## src/rtl/reg_rr_arbiter_pkg.sv

```systemverilog
// Shared types and defaults for the register-interface round-robin arbiter.
// Carries the register bus structs, the FSM encoding and the system-level constants.
package reg_rr_arbiter_pkg;

  localparam int unsigned AddrWidth = 32;
  localparam int unsigned DataWidth = 32;
  localparam int unsigned StrbWidth = DataWidth / 8;

  // System defaults: number of register masters and the hung-slave watchdog limit.
  localparam int unsigned NumRegMasters = 2;
  localparam int unsigned RegArbTimeout = 1024;

  typedef struct packed {
    logic                 valid;
    logic                 write;
    logic [AddrWidth-1:0] addr;
    logic [DataWidth-1:0] wdata;
    logic [StrbWidth-1:0] wstrb;
  } reg_req_t;

  typedef struct packed {
    logic                 ready;
    logic [DataWidth-1:0] rdata;
    logic                 error;
  } reg_resp_t;

  typedef enum logic {
    IDLE = 1'b0,
    BUSY = 1'b1
  } arb_state_e;

  // Index width that stays legal for a single requester.
  function automatic int unsigned idx_width(input int unsigned n);
    return (n > 1) ? $clog2(n) : 1;
  endfunction

endpackage

```

## src/rtl/reg_rr_arbiter_rr_pick.sv

```systemverilog
// Combinational round-robin first-one search: scans valid starting at ptr,
// wrapping modulo NumReq, and returns the first set index.
module reg_rr_arbiter_rr_pick #(
  parameter int unsigned NumReq = 2,
  parameter int unsigned IdxW   = 1
) (
  input  logic [NumReq-1:0] valid,
  input  logic [IdxW-1:0]   ptr,
  output logic [IdxW-1:0]   idx,
  output logic              any_valid
);

  always_comb begin
    int unsigned     cand;
    logic [IdxW-1:0] cand_idx;
    // NOTE: every combinational output gets a default before any branch, so no
    // path through the block leaves it unassigned and no latch is inferred.
    idx       = '0;
    any_valid = 1'b0;
    cand      = 0;
    cand_idx  = '0;
    for (int unsigned i = 0; i < NumReq; i++) begin
      cand     = (32'(ptr) + i) % NumReq;
      cand_idx = IdxW'(cand);
      if (!any_valid && valid[cand_idx]) begin
        any_valid = 1'b1;
        idx       = cand_idx;
      end
    end
  end

endmodule

```

## src/rtl/reg_rr_arbiter.sv

```systemverilog
// Round-robin arbiter sharing one register-interface slave between NumReq
// requesters, one transaction in flight, with a watchdog for hung slaves.
module reg_rr_arbiter
  import reg_rr_arbiter_pkg::*;
#(
  parameter  int unsigned NumReq        = NumRegMasters,
  parameter  int unsigned TimeoutCycles = RegArbTimeout,
  parameter  int unsigned CntWidth      = 16,
  localparam int unsigned IdxW          = idx_width(NumReq)
) (
  input  logic            clk_i,
  input  logic            rst_ni,
  input  reg_req_t        req_i  [NumReq],
  output reg_resp_t       resp_o [NumReq],
  output reg_req_t        req_o,
  input  reg_resp_t       resp_i,
  output logic            busy_o,
  output logic [IdxW-1:0] gnt_idx_o,
  output logic            timeout_o
);

  localparam logic [CntWidth-1:0] WdLimit =
    (TimeoutCycles == 0) ? '0 : CntWidth'(TimeoutCycles - 1);
  localparam bit WdEnable = (TimeoutCycles != 0);

  arb_state_e          state_q;
  logic [IdxW-1:0]     rr_ptr_q;
  logic [IdxW-1:0]     gnt_idx_q;
  logic [CntWidth-1:0] cnt_q;

  logic [NumReq-1:0]   valid_vec;
  logic [IdxW-1:0]     pick_idx;
  logic                pick_any;
  logic [IdxW-1:0]     next_ptr;

  reg_req_t            gnt_req;
  logic                in_busy;
  logic                wd_expired;
  logic                fire_drop;
  logic                fire_ready;
  logic                fire_timeout;

  always_comb begin
    for (int unsigned k = 0; k < NumReq; k++) begin
      valid_vec[k] = req_i[k].valid;
    end
  end

  reg_rr_arbiter_rr_pick #(
    .NumReq (NumReq),
    .IdxW   (IdxW)
  ) u_rr_pick (
    .valid     (valid_vec),
    .ptr       (rr_ptr_q),
    .idx       (pick_idx),
    .any_valid (pick_any)
  );

  assign next_ptr = (gnt_idx_q == IdxW'(NumReq - 1)) ? '0 : gnt_idx_q + 1'b1;

  // BUSY-cycle event decode; a withdrawn request outranks ready, ready outranks the watchdog.
  always_comb begin
    gnt_req      = req_i[gnt_idx_q];
    in_busy      = (state_q == BUSY);
    wd_expired   = WdEnable && (cnt_q == WdLimit);
    fire_drop    = in_busy && !gnt_req.valid;
    fire_ready   = in_busy && gnt_req.valid && resp_i.ready;
    fire_timeout = in_busy && gnt_req.valid && !resp_i.ready && wd_expired;
  end

  always_comb begin
    req_o = '0;
    if (in_busy) begin
      req_o       = gnt_req;
      req_o.valid = gnt_req.valid && !fire_timeout;
    end
  end

  // Only the granted port ever sees a response; all others stay zero.
  always_comb begin
    for (int unsigned k = 0; k < NumReq; k++) begin
      resp_o[k] = '0;
    end
    if (fire_ready) begin
      resp_o[gnt_idx_q] = resp_i;
    end else if (fire_timeout) begin
      resp_o[gnt_idx_q].ready = 1'b1;
      resp_o[gnt_idx_q].error = 1'b1;
      resp_o[gnt_idx_q].rdata = '0;
    end
  end

  assign busy_o    = in_busy;
  assign gnt_idx_o = gnt_idx_q;
  assign timeout_o = fire_timeout;

  // NOTE: state registers use non-blocking assignments so every flop samples
  // pre-edge values regardless of statement order.
  always_ff @(posedge clk_i or negedge rst_ni) begin
    if (!rst_ni) begin
      state_q   <= IDLE;
      rr_ptr_q  <= '0;
      gnt_idx_q <= '0;
      cnt_q     <= '0;
    end else begin
      unique case (state_q)
        IDLE: begin
          if (pick_any) begin
            gnt_idx_q <= pick_idx;
            cnt_q     <= '0;
            state_q   <= BUSY;
          end
        end
        BUSY: begin
          if (fire_drop) begin
            state_q <= IDLE;
          end else if (fire_ready || fire_timeout) begin
            rr_ptr_q <= next_ptr;
            state_q  <= IDLE;
          end else begin
            cnt_q <= cnt_q + 1'b1;
          end
        end
        default: state_q <= IDLE;
      endcase
    end
  end

endmodule

```

## config.mk

```make
export PLATFORM = sky130hd
export DESIGN_NAME = reg_rr_arbiter
export DESIGN_NICKNAME = d
export VERILOG_FILES = /design/src/rtl/reg_rr_arbiter_pkg.sv /design/src/rtl/reg_rr_arbiter_rr_pick.sv /design/src/rtl/reg_rr_arbiter.sv
export SDC_FILE = /design/constraint.sdc
export NUM_CORES = 1
export LEC_CHECK = 0
export BUFFER_PORTS_ARGS = -buffer_cell sky130_fd_sc_hd__buf_2
export CAP_MARGIN = 15
export CORE_AREA = 2 2 123 125
export CTS_BUF_LIST = sky130_fd_sc_hd__clkbuf_2
export CTS_CLUSTER_SIZE = 28
export DETAILED_ROUTE_END_ITERATION = 10
export DIE_AREA = 0 0 125 127
export PLACE_DENSITY = 0.61
export SYNTH_ARGS = -nofsm -noshare
export SYNTH_HDL_FRONTEND = slang
export SYNTH_HIERARCHICAL = 1
export SYNTH_SLANG_ARGS = --single-unit
```

## constraint.sdc

```tcl
create_clock -name clk_i -period 4.3 [get_ports clk_i]
set_input_delay 0 -clock clk_i [delete_from_list [all_inputs] [get_ports clk_i]]
set_output_delay 0 -clock clk_i [all_outputs]
set_load 0.05 [all_outputs]
```

# Word-level counts from Yosys, hierarchy flattened
# Cells that the tools add are included.
[classes]
addsub = 3
n_lt_le_gt_ge = 4
eq_ne = 4
n_mux = 33
bitwise_logic = 4
reduce_logical = 16
[ops]
columns = ["op", "count"]
rows = [
  ["$mux W70", 4],
  ["$bwmux W68", 2],
  ["$demux W34 S1", 4],
  ["$mux W68", 2],
  ["$and A68 B68 Y68", 1],
  ["$mux W34", 2],
  ["$mux W16", 3],
  ["$mux W33", 1],
  ["$pmux W16 S2", 1],
  ["$add A16 B1 Y16 const B", 1],
  ["$eq A16 B10 Y1 const B", 1],
  ["$mux W1", 13],
  ["$logic_and A1 B1 Y1", 8],
  ["$ne A2 B2 Y1 const B", 3],
  ["$reduce_and A3 Y1", 2],
  ["$logic_not A1 Y1", 4],
  ["$lt A1 B2 Y1 const B", 2],
  ["$add A1 B1 Y1 const B", 2],
  ["$ge A2 B2 Y1 const B", 1],
  ["$lt A2 B1 Y1 const B", 1],
  ["$not A1 Y1", 2],
  ["$not A1 Y2", 1],
  ["$pmux W1 S2", 1],
  ["$reduce_and A2 Y1", 1],
  ["$logic_or A1 B1 Y1", 1],
]
[totals]
register_bits = 19
inputBits = 176
out_inout_bits = 141
word_cells = 68

# Depth between registers and ports, before layout
# Gate-level depths: netlist (run 1).
[logic_depth]
word_depth = 11
ltp_mapped = 8
mapped_depth_nobuf = 6

# Hierarchy
# Netlist (run 1), hierarchy kept.
[by_module_without_submodules]
columns = ["mod", "instances", "cells_each", "area_per_inst_um2", "seq_area_each_um2"]
rows = [
  ["reg_rr_arbiter", 1, 343, 2512.4, 475.5],
  ["reg_rr_arbiter_rr_pick", 1, 3, 17.5, 0.0],
]

# Worst setup path before layout (run 1)
# Ideal clock, no wire load.
[synth_path]
path_type = "register to output"
startpoint = "register cnt_q[0]"
endpoint = "output resp_o[0] (netlist bit)"
arrival_ns = 2.598
required_ns = 4.300
slack_ns = 1.702
stages_incl_launch_ff = 8
path_buffers = 1
path_cell_list = "dfrtp_1 -> ha_1 -> nand3_2 -> or3_1 -> buf_6 -> nor2_1 -> nand2_1 -> a211oi_1"
[synth_rtl]
columns = ["element", "line", "text"]
rows = [
  ["from (decl)", "reg_rr_arbiter.sv:29", "logic [CntWidth-1:0] cnt_q;"],
  ["from (signal assigned)", "reg_rr_arbiter.sv:121", "cnt_q <= cnt_q + 1'b1;"],
  ["to (decl)", "reg_rr_arbiter.sv:14", "output reg_resp_t resp_o [NumReq],"],
]

==> impl_metrics.json, run 1 <==
{
  "outcome": "finished clean",
  "via_count_of_the_first_global_routing_pass": 3037,
  "rr_worst_depth": 6,
  "fp.dieArea_um2": 15900,
  "dieHeight_um": 127,
  "placementRows": 44,
  "netlist_area_um2": 2530,
  "cp-end-kind": "primary output",
  "drt-total-wl_mm": 10.9,
  "number_of_hold_violations_in_the_final_report": 0,
  "maxCapViolCount": 0,
  "io-pin-count": 317,
  "min_from": "req_i[139]",
  "r2r_setup_slk_ps": 1930,
  "initial_core_util": 0.175,
  "critPathKind": "reg -> out",
  "h-tree-depth": 1,
  "tightestPinTransition_ps": 858,
  "remaining_drc_errors": 0,
  "antenna_violating_nets_post_route": 0,
  "finalNetCount": 823,
  "cts-root-to-sink-buffers": 2,
  "start_kind": "flop",
  "grt_start_max_net_pins": 54,
  "route.detailed.wl_per_inst_um": 13.2,
  "highest_layer": "met4",
  "rsz0062_at_grt": "no",
  "post_synth_num_cell_types": 42,
  "wl_met2_mm": 5.54,
  "synth_top_area_share": 0.273,
  "filler_cell_count": 1585,
  "gpl.final_weighted_congestion": 0.800,
  "clk_pin_slew_worst_paths_ps": 190,
  "async_set_reset_flop_share_out_of_synthesis": 1.00,
  "cp.arrival_ps": 2460,
  "grt_first_pass_wirelength_mm": 16.0,
  "timing.critical_path.fanout_max": 53,
  "yosys_most_used_dff": "sky130_fd_sc_hd__dfrtp_1",
  "drt_first_pass_iters": 4,
  "tritoncts.num_buffers": 3,
  "synth.yosys.warnings": 6,
  "finClkSkew_ps": 2.15,
  "syn-num-nets": 523,
  "synthDominantAreaCellType": "sky130_fd_sc_hd__mux2i_1",
  "syn2layout_area_growth_pct": 70.2,
  "worst_ir_drop_vdd_uv": 283,
  "layout.core_utilization": 0.298,
  "yosysSeqAreaShare": 0.188,
  "setup_viol_count_final": 0,
  "final_period_minus_worst_setup_slack_ps": 2460,
  "powerDensity_nw_per_um2": 521,
  "timing.rr.start": "cnt_q[0]$_DFFE_PN0P_",
  "netlist_top_cells_area": "sky130_fd_sc_hd__mux2i_1 27%, sky130_fd_sc_hd__dfrtp_1 19%, sky130_fd_sc_hd__and2_1 16%",
  "finalMaxSlewViolations": 0,
  "num_vias": 3393,
  "synth_enable_flop_cells": 0,
  "min_to": "gnt_idx_o$_DFFE_PN0P_",
  "ctsResizeCount": 0,
  "post_cts_buffers": 0,
  "m1WireLength_mm": 4.66,
  "drtIter0Drc": 117,
  "worstHoldPathCells": 4,
  "number_of_buffers_inserted_by_port_buffering": 316,
  "required_ps": 4300,
  "cellLeakagePower_nw": 2.54,
  "fmaxAchievable_mhz": 407,
  "min-delay-path-class": "in -> reg",
  "grt_antenna_before_repair": 1,
  "clk-insertion-delay-late_ps": 310,
  "crit_path_start": "gnt_idx_o$_DFFE_PN0P_",
  "final_layout_size_suffix_gt1_frac": 0.521,
  "chipWidth_um": 125,
  "cts_tree": "built",
  "synthCells": 346,
  "hpwl_mm": 9.24,
  "postSynthRegisterBits": 19,
  "clockRootBuffer": "sky130_fd_sc_hd__clkbuf_2",
  "floorplan.core_area_um2": 14400,
  "cts_sinks": 19,
  "timing.setup.tns_ps": 0,
  "max_slew_margin": 0.428,
  "synth.top_cells.by_count": "84 x sky130_fd_sc_hd__nor2_1, 69 x sky130_fd_sc_hd__mux2i_1, 64 x sky130_fd_sc_hd__and2_1",
  "globalRoute.totalOverflow": 0,
  "critical_path.reg2reg.endpoint": "cnt_q[2]$_DFFE_PN0P_",
  "wl_met3_um": 675,
  "finalCritPeriodShare": 0.571,
  "syn-mean-instance-area_um2": 7.31,
  "via_per_inst": 4.09,
  "gr-usage-all-layers": 0.121,
  "top_count_cell_post_synth": "sky130_fd_sc_hd__nor2_1"
}
-- cells in the final DEF (no fill, tap or decap), drive strengths merged --
cell type and count:
buf 320, nor2 84, mux2i 69, and2 64, dfrtp 19, nand2 14
nand3 8, inv 6, o21ai 6, a21oi 5, nor3 5, xor2 4
o211ai 4, a31oi 4, xnor2 3, clkbuf 3, nor4 3, mux2 2
or3 2, a211oi 2, and3 2, nand4 2, or4 2, diode 1
o21bai 1, o2111ai 1, o21a 1, a41o 1, a41oi 1, o31ai 1
a21o 1, ha 1, clkinv 1, dlygate4sd3 1, or2 1, a21boi 1
-- critical path: stages, from the launching register on --
cell and delay (ps):
sky130_fd_sc_hd__dfrtp_4 720, sky130_fd_sc_hd__buf_4 750, sky130_fd_sc_hd__mux2i_1 360, sky130_fd_sc_hd__nor2_1 60, sky130_fd_sc_hd__buf_2 230
-- layer usage --
metal	vias up	GRT usage
met5	-	0
met4	0	0.0131
met3	6	0.0155
met2	142	0.219
met1	1478	0.158
li1	1767	-
-- cell families (layout without fill, tap and decap cells) --
kind of cell / Yosys count / count (layout) / synth area share
xor+xnor: 7 / 7 / 0.0242
fa+ha+maj: 1 / 1 / 0.00494
compound gates: 29 / 29 / 0.0781
simple gates: 187 / 187 / 0.369
buf+inv: 32 / 331 / 0.0534
other cells: 0 / 1 / 0
flops: 19 / 19 / 0.188
mux: 71 / 71 / 0.282
-- stage by stage --
| step | power [mW] | worst slack [ps] | instance area (um2) | cells | hold slack (ps) |
|---|---|---|---|---|---|
| after global routing | 2.36 | 1640 | 4300 | 829 | 25.4 |
| after floorplan | 1.74 | 1700 | 2530 | 346 | -296 |
| after global placement | 2.18 | 2040 | 4270 | 824 | -35.0 |
| final | 2.24 | 1840 | 4310 | 830 | 24.2 |
| after detailed placement | 2.18 | 2000 | 4270 | 824 | -32.9 |
| after CTS | 2.26 | 1810 | 4300 | 829 | 15.8 |
-- state kept, by name (all words and copies together) (netlist names) --
name       flops
gnt_idx_o      1
rr_ptr_q       1
cnt_q         16
busy_o         1
-- worst max-delay path by stage --
stage | end | slack [ps] | cells past startpoint
floorplan | resp_o[0] | 1700 | 7
global placement | cnt_q[10]$_DFFE_PN0P_ | 2040 | 6
detailed placement | cnt_q[6]$_DFFE_PN0P_ | 2000 | 6
CTS | req_o[14] | 1810 | 4
global route | resp_o[0] | 1640 | 7
finish | req_o[14] | 1840 | 4
-- layout make-up --
cell class	count	area, um2	area share
clock buffers	3	15.0	0.00349
multi-input cells	295	1930	0.448
repair buffers	321	1620	0.377
inverters	6	22.5	0.00523
diodes	1	2.50	0.000581
well taps	184	230	0.0535
clock inverters	1	5.00	0.00116
flip-flops and latches	19	479	0.111
-- power by group --
part | switching [mW] | total [mW] | internal (mW)
combinational | 1.39 | 1.90 | 0.502
sequential | 0.0656 | 0.265 | 0.200
clock | 0.0578 | 0.0789 | 0.0211
-- what timing repair did --
| action | in CTS | in global routing |
|---|---|---|
| endpoints found under the setup margin | 0 | 0 |
| hold buffers | 1 | 0 |
| endpoints found under the hold margin | 19 | 0 |
Note: power is estimated with default switching activity, not from simulation.
==> run 2: changes to the inputs <==
==> constraint.sdc (replaced) <==
create_clock -name clk_i -period 2.4 [get_ports clk_i]
set_input_delay 0 -clock clk_i [delete_from_list [all_inputs] [get_ports clk_i]]
set_output_delay 0 -clock clk_i [all_outputs]
set_load 0.05 [all_outputs]
==> run 2 against run 1 <==
Worst hold slack better by 28 ps. Cell count is 0.72% higher. Flip-flop and latch count stayed put. Wire length is 0.94% lower.
==> impl_metrics.json, run 2 (synthesized netlist as in run 1, its figures left out) <==
{
  "clk-insertion-delay-late_ps": 320,
  "drt-total-wl_mm": 10.8,
  "flip_flop_count_of_the_largest_register_after_layout": 16,
  "timing.rr.start": "gnt_idx_o$_DFFE_PN0P_",
  "via_count_of_the_first_global_routing_pass": 2974,
  "final_cell_mix": "313 x sky130_fd_sc_hd__buf_2, 82 x sky130_fd_sc_hd__nor2_1, 69 x sky130_fd_sc_hd__mux2i_1",
  "grt_first_pass_wirelength_mm": 15.6,
  "netSwitchingFraction": 0.669,
  "fp.dieArea_um2": 15900,
  "finClkSkew_ps": 4.64,
  "remaining_drc_errors": 0,
  "final_layout_size_suffix_gt1_frac": 0.530,
  "number_of_buffers_inserted_by_port_buffering": 316,
  "chipWidth_um": 125,
  "layout.core_utilization": 0.304,
  "gr-usage-all-layers": 0.118,
  "h-tree-depth": 1,
  "io-pin-count": 317,
  "netSwitchingPower_mw": 2.73,
  "min_from": "req_i[69]",
  "hpwl_mm": 9.09,
  "cts_sinks": 19,
  "finalNetCount": 829,
  "cts-root-to-sink-buffers": 2,
  "drt_first_pass_iters": 6,
  "outcome": "finished clean",
  "power_frac_seq": 0.098,
  "clk_pin_slew_worst_paths_ps": 180,
  "gpl.final_weighted_congestion": 0.797,
  "min-delay-path-class": "in -> reg",
  "required_ps": 2400,
  "final_period_minus_worst_setup_slack_ps": 2220,
  "maxCapViolCount": 0,
  "internal_power_contribution_mw": 1.36,
  "finalCritPeriodShare": 0.926,
  "tritoncts.num_buffers": 3,
  "crit_path_start": "cnt_q[1]$_DFFE_PN0P_",
  "power_frac_comb": 0.866,
  "number_of_hold_violations_in_the_final_report": 0,
  "dieHeight_um": 127,
  "grt_antenna_before_repair": 1,
  "finalMaxSlewViolations": 0,
  "fmaxAchievable_mhz": 450,
  "largest_register": "cnt_q",
  "start_kind": "flop",
  "tightestPinTransition_ps": 731,
  "clockRootBuffer": "sky130_fd_sc_hd__clkbuf_2",
  "powerDensity_nw_per_um2": 932,
  "grt_start_max_net_pins": 65,
  "floorplan.core_area_um2": 14400,
  "cts_tree": "built",
  "globalRoute.totalOverflow": 0,
  "syn2layout_area_growth_pct": 73.5,
  "num_vias": 3412,
  "antenna_violating_nets_post_route": 0,
  "rsz0062_at_grt": "no",
  "critPathKind": "reg -> out",
  "cp.arrival_ps": 2220,
  "via_per_inst": 4.08,
  "cellLeakagePower_nw": 2.57,
  "route.detailed.wl_per_inst_um": 12.9,
  "worst_ir_drop_vdd_uv": 456,
  "setup_viol_count_final": 0,
  "max_slew_margin": 0.513,
  "most_common_cell_after_layout_fill_and_taps_aside": "sky130_fd_sc_hd__buf_2",
  "timing.setup.tns_ps": 0,
  "placementRows": 44,
  "timing.critical_path.fanout_max": 8,
  "drtIter0Drc": 99,
  "initial_core_util": 0.175,
  "cp-end-kind": "primary output",
  "power_frac_clock": 0.036,
  "fin_total_pwr_mw": 4.09
}
-- run 2: cell types whose count changed in the layout (fill, tap and decap cells not counted), sizes merged --
cell / before / now
dlygate4sd3: 1 / 2
buf: 320 / 325
clkinv: 1 / 0
clkbuf: 3 / 4
-- run 2: power groups by stage --
stage,clock (mW),sequential (mW),combinational [mW]
2_1_floorplan,0,0.429,2.70
3_3_place_gp,0,0.408,3.53
3_5_place_dp,0,0.409,3.54
4_1_cts,0.154,0.403,3.55
5_1_grt,0.170,0.407,3.73
6_report,0.146,0.402,3.54
-- run 2: critical path, cell delays in order, from the launching register on --
cell	delay, ps
sky130_fd_sc_hd__dfrtp_1	410
sky130_fd_sc_hd__ha_2	220
sky130_fd_sc_hd__nand3_2	110
sky130_fd_sc_hd__or3_4	450
sky130_fd_sc_hd__nor2_2	140
sky130_fd_sc_hd__nand2_1	100
sky130_fd_sc_hd__a211oi_1	230
sky130_fd_sc_hd__buf_4	240
-- run 2: area by class of cell --
type	count	area, um2
Tap cell	184	230
Clock buffer	4	20.0
Fill cell	1612	10000
Multi-Input combinational cell	295	1940
Timing Repair Buffer	327	1690
Antenna cell	1	2.50
Inverter	6	22.5
Sequential cell	19	479
-- run 2: per-layer routing --
layer,global-route usage,share of wire
met5,0,0
met4,0.0196,0.0059
met3,0.0130,0.059
met2,0.207,0.51
met1,0.158,0.42
-- run 2: timing repair --
action | 4_1_cts | 5_1_grt
setup buffers | 0 | 1
gates resized for setup | 4 | 4
endpoints found under the setup margin | 3 | 15
pin swaps | 0 | 1
hold buffers | 2 | 0
hold endpoints to repair | 20 | 0
gates cloned | 0 | 0
-- run 2: per-stage QoR --
stage               std cells  worst slack (ps)  hold slack, ps  cell area, um2
floorplan                 346              -198            -296            2530
global placement          828               287           -23.7            4320
detailed placement        828               302           -31.6            4320
CTS                       834              49.9            43.0            4370
global route              835              3.29            17.7            4390
finish                    836               178            51.8            4390
-- run 2: worst paths after layout --
path,end,slack (ps),cells past startpoint
max in group asynchronous,gnt_idx_o$_DFFE_PN0P_,1960,2
min in group asynchronous,cnt_q[8]$_DFFE_PN0P_,120,2
setup / recovery,resp_o[34],180,7
hold / removal,gnt_idx_o$_DFFE_PN0P_,50,4
hold reg to reg,cnt_q[6]$_DFFE_PN0P_,530,1
setup reg to reg,cnt_q[9]$_DFFE_PN0P_,320,6
==> run 3: changes to the inputs <==
==> constraint.sdc (replaced) <==
create_clock -name clk_i -period 2.4 [get_ports clk_i]
set_input_delay 0.36 -clock clk_i [delete_from_list [all_inputs] [get_ports clk_i]]
set_output_delay 0.36 -clock clk_i [all_outputs]
set_load 0.05 [all_outputs]
==> run 3 against run 2 <==
The flow now finishes with violations (negative setup slack). Flip-flop and latch count unchanged. Worst hold slack improved by 290 ps. Sequential power shrank 4%. Critical path depth rose by 1. Count of clock-buffer cells in the layout decreased by 1. Critical endpoint is now resp_o[33].
==> impl_metrics.json, run 3 (synthesized netlist as in run 1, its figures left out) <==
{
  "netSwitchingPower_mw": 2.85,
  "post_dp_cell_area_um2": 4610,
  "flip_flop_count_of_the_largest_register_after_layout": 16,
  "via_count_of_the_first_global_routing_pass": 3402,
  "cp_num_buf_inv": 2,
  "syn2layout_area_growth_pct": 98.4,
  "critPathTopFamily": "simple AND/OR/NAND/NOR gates",
  "internal_power_contribution_mw": 1.54,
  "number_of_buffers_inserted_by_port_buffering": 316,
  "maxCapViolCount": 0,
  "postLayoutCellArea_um2": 5020,
  "rsz0062_at_grt": "yes",
  "final_layout_size_suffix_gt1_frac": 0.645,
  "place.detailed.instances": 832,
  "h-tree-depth": 1,
  "power_frac_seq": 0.088,
  "fp.dieArea_um2": 15900,
  "cellLeakagePower_nw": 2.71,
  "cts_tree": "built",
  "cp-end-kind": "primary output",
  "hpwl_mm": 9.54,
  "timing.rr.start": "gnt_idx_o$_DFFE_PN0P_",
  "min_to": "gnt_idx_o$_DFFE_PN0P_",
  "cpPeakStageDelay_ps": 410,
  "most_common_cell_after_layout_fill_and_taps_aside": "sky130_fd_sc_hd__buf_2",
  "min-delay-path-class": "in -> reg",
  "floorplan.core_area_um2": 14400,
  "crit_chain": "ha_2, nand3_2, or3_4, nor2_4, buf_4, o21bai_4, nor2_2, buf_12",
  "critical_path.slowest_cell": "sky130_fd_sc_hd__dfrtp_1",
  "powerDensity_nw_per_um2": 875,
  "final_period_minus_worst_setup_slack_ps": 2410,
  "finClkSkew_ps": 27.1,
  "multi_input_comb_area_um2": 2110,
  "grt_start_max_net_pins": 71,
  "clockRootBuffer": "sky130_fd_sc_hd__clkbuf_2",
  "remaining_drc_errors": 0,
  "largest_register": "cnt_q",
  "worstHoldPathCells": 4,
  "drtIter0Drc": 114,
  "io-pin-count": 317,
  "critical_path.reg2reg.endpoint": "cnt_q[9]$_DFFE_PN0P_",
  "final_cell_mix": "248 x sky130_fd_sc_hd__buf_2, 69 x sky130_fd_sc_hd__mux2i_1, 57 x sky130_fd_sc_hd__buf_4",
  "layout.core_utilization": 0.348,
  "hold_slack_ps": 340,
  "tritoncts.num_buffers": 3,
  "r2r_setup_slk_ps": 440,
  "power_frac_comb": 0.880,
  "globalRoute.totalOverflow": 0,
  "route.detailed.wl_per_inst_um": 13.7,
  "timing.setup.tns_ps": -8.12,
  "grt_first_pass_wirelength_mm": 17.0,
  "cp.arrival_ps": 2050,
  "final_cells": 849,
  "rr_worst_depth": 6,
  "filler_cell_count": 1530,
  "num_vias": 3641,
  "cts-root-to-sink-buffers": 2,
  "grt_antenna_before_repair": 0,
  "netSwitchingFraction": 0.648,
  "cts_sinks": 19,
  "final_antenna_diode_count": 0,
  "register_area_um2": 480,
  "placementRows": 44,
  "finalNetCount": 843,
  "drt_first_pass_iters": 4,
  "final_critical_path_setup_slack_ps": -8.12,
  "chipWidth_um": 125,
  "required_ps": 2040,
  "gr-usage-all-layers": 0.127,
  "gpl.final_weighted_congestion": 0.828,
  "tightestPinTransition_ps": 736,
  "worst_ir_drop_vdd_uv": 674,
  "finalCritPeriodShare": 1.00,
  "clk-insertion-delay-late_ps": 330,
  "failing_checks": "negative setup slack",
  "drt-total-wl_mm": 11.6,
  "fmaxAchievable_mhz": 415,
  "dieHeight_um": 127,
  "start_kind": "flop",
  "initial_core_util": 0.175,
  "timing.critical_path.fanout_max": 3,
  "max_slew_margin": 0.508,
  "via_per_inst": 4.29,
  "finalMaxSlewViolations": 0,
  "outcome": "finished with violations",
  "min_from": "req_i[139]",
  "setup_viol_count_final": 1,
  "critPathKind": "reg -> out",
  "clk_pin_slew_worst_paths_ps": 210,
  "fin_total_pwr_mw": 4.39,
  "power_frac_clock": 0.033,
  "number_of_hold_violations_in_the_final_report": 0,
  "preCtsSetupSlack_ps": 69.1,
  "antenna_violating_nets_post_route": 0
}
[run 3: cell types whose count changed in the layout (fill, tap and decap cells not counted), moves of 9 or more]
cell,delta
sky130_fd_sc_hd__buf_2,-65
sky130_fd_sc_hd__buf_4,+47
sky130_fd_sc_hd__nor2_1,-33
sky130_fd_sc_hd__nor2_2,+32
sky130_fd_sc_hd__and2_1,-30
sky130_fd_sc_hd__and2_2,+30
sky130_fd_sc_hd__buf_6,+24
sky130_fd_sc_hd__buf_12,+9
[run 3: power by group through the flow]
stage | clock, mW | sequential (mW) | combinational (mW)
final | 0.143 | 0.384 | 3.86
after floorplan | 0 | 0.429 | 2.81
after CTS | 0.145 | 0.384 | 3.84
after global placement | 0 | 0.405 | 3.72
after global routing | 0.163 | 0.388 | 4.05
after detailed placement | 0 | 0.407 | 3.73
[run 3: how the worst max path moves through the flow]
stage	start	to	slack, ps	cells after the start
3_5_place_dp	cnt_q[0]$_DFFE_PN0P_	resp_o[0]	70	7
4_1_cts	cnt_q[1]$_DFFE_PN0P_	resp_o[0]	-90	7
2_1_floorplan	gnt_idx_o$_DFFE_PN0P_	req_o[63]	-160	4
5_1_grt	cnt_q[1]$_DFFE_PN0P_	resp_o[33]	-110	8
6_report	cnt_q[0]$_DFFE_PN0P_	resp_o[33]	-8	8
3_3_place_gp	cnt_q[0]$_DFFE_PN0P_	resp_o[0]	100	7
[run 3: cell type report]
| class | count | share of cell area |
|---|---|---|
| Timing Repair Buffer | 341 | 0.430 |
| Multi-Input combinational cell | 295 | 0.419 |
| Sequential cell | 19 | 0.0957 |
| Tap cell | 184 | 0.0459 |
| Inverter | 6 | 0.00449 |
| Clock buffer | 3 | 0.00299 |
| Clock inverter | 1 | 0.000997 |
[run 3: routing by layer]
| layer | global-route usage | part of all wire | vias up |
|---|---|---|---|
| li1 | - | - | 1806 |
| met1 | 0.161 | 0.40 | 1652 |
| met2 | 0.233 | 0.52 | 175 |
| met3 | 0.0205 | 0.068 | 8 |
| met4 | 0.0163 | 0.0067 | 0 |
| met5 | 0 | 0 | - |
[run 3: repair_timing]
item | 4_1_cts | 5_1_grt
pin swaps | 6 | 6
buffers inserted | 6 | 6
resized for setup | 66 | 38
endpoints found under the hold margin | 19 | 0
endpoints found under the setup margin | 69 | 70
hold buffers | 1 | 0
[run 3: worst min-delay path, cell delays in order]
cell	delay [ps]
sky130_fd_sc_hd__buf_2	110
sky130_fd_sc_hd__a21boi_1	60
sky130_fd_sc_hd__nand2_1	50
sky130_fd_sc_hd__o21ai_0	80
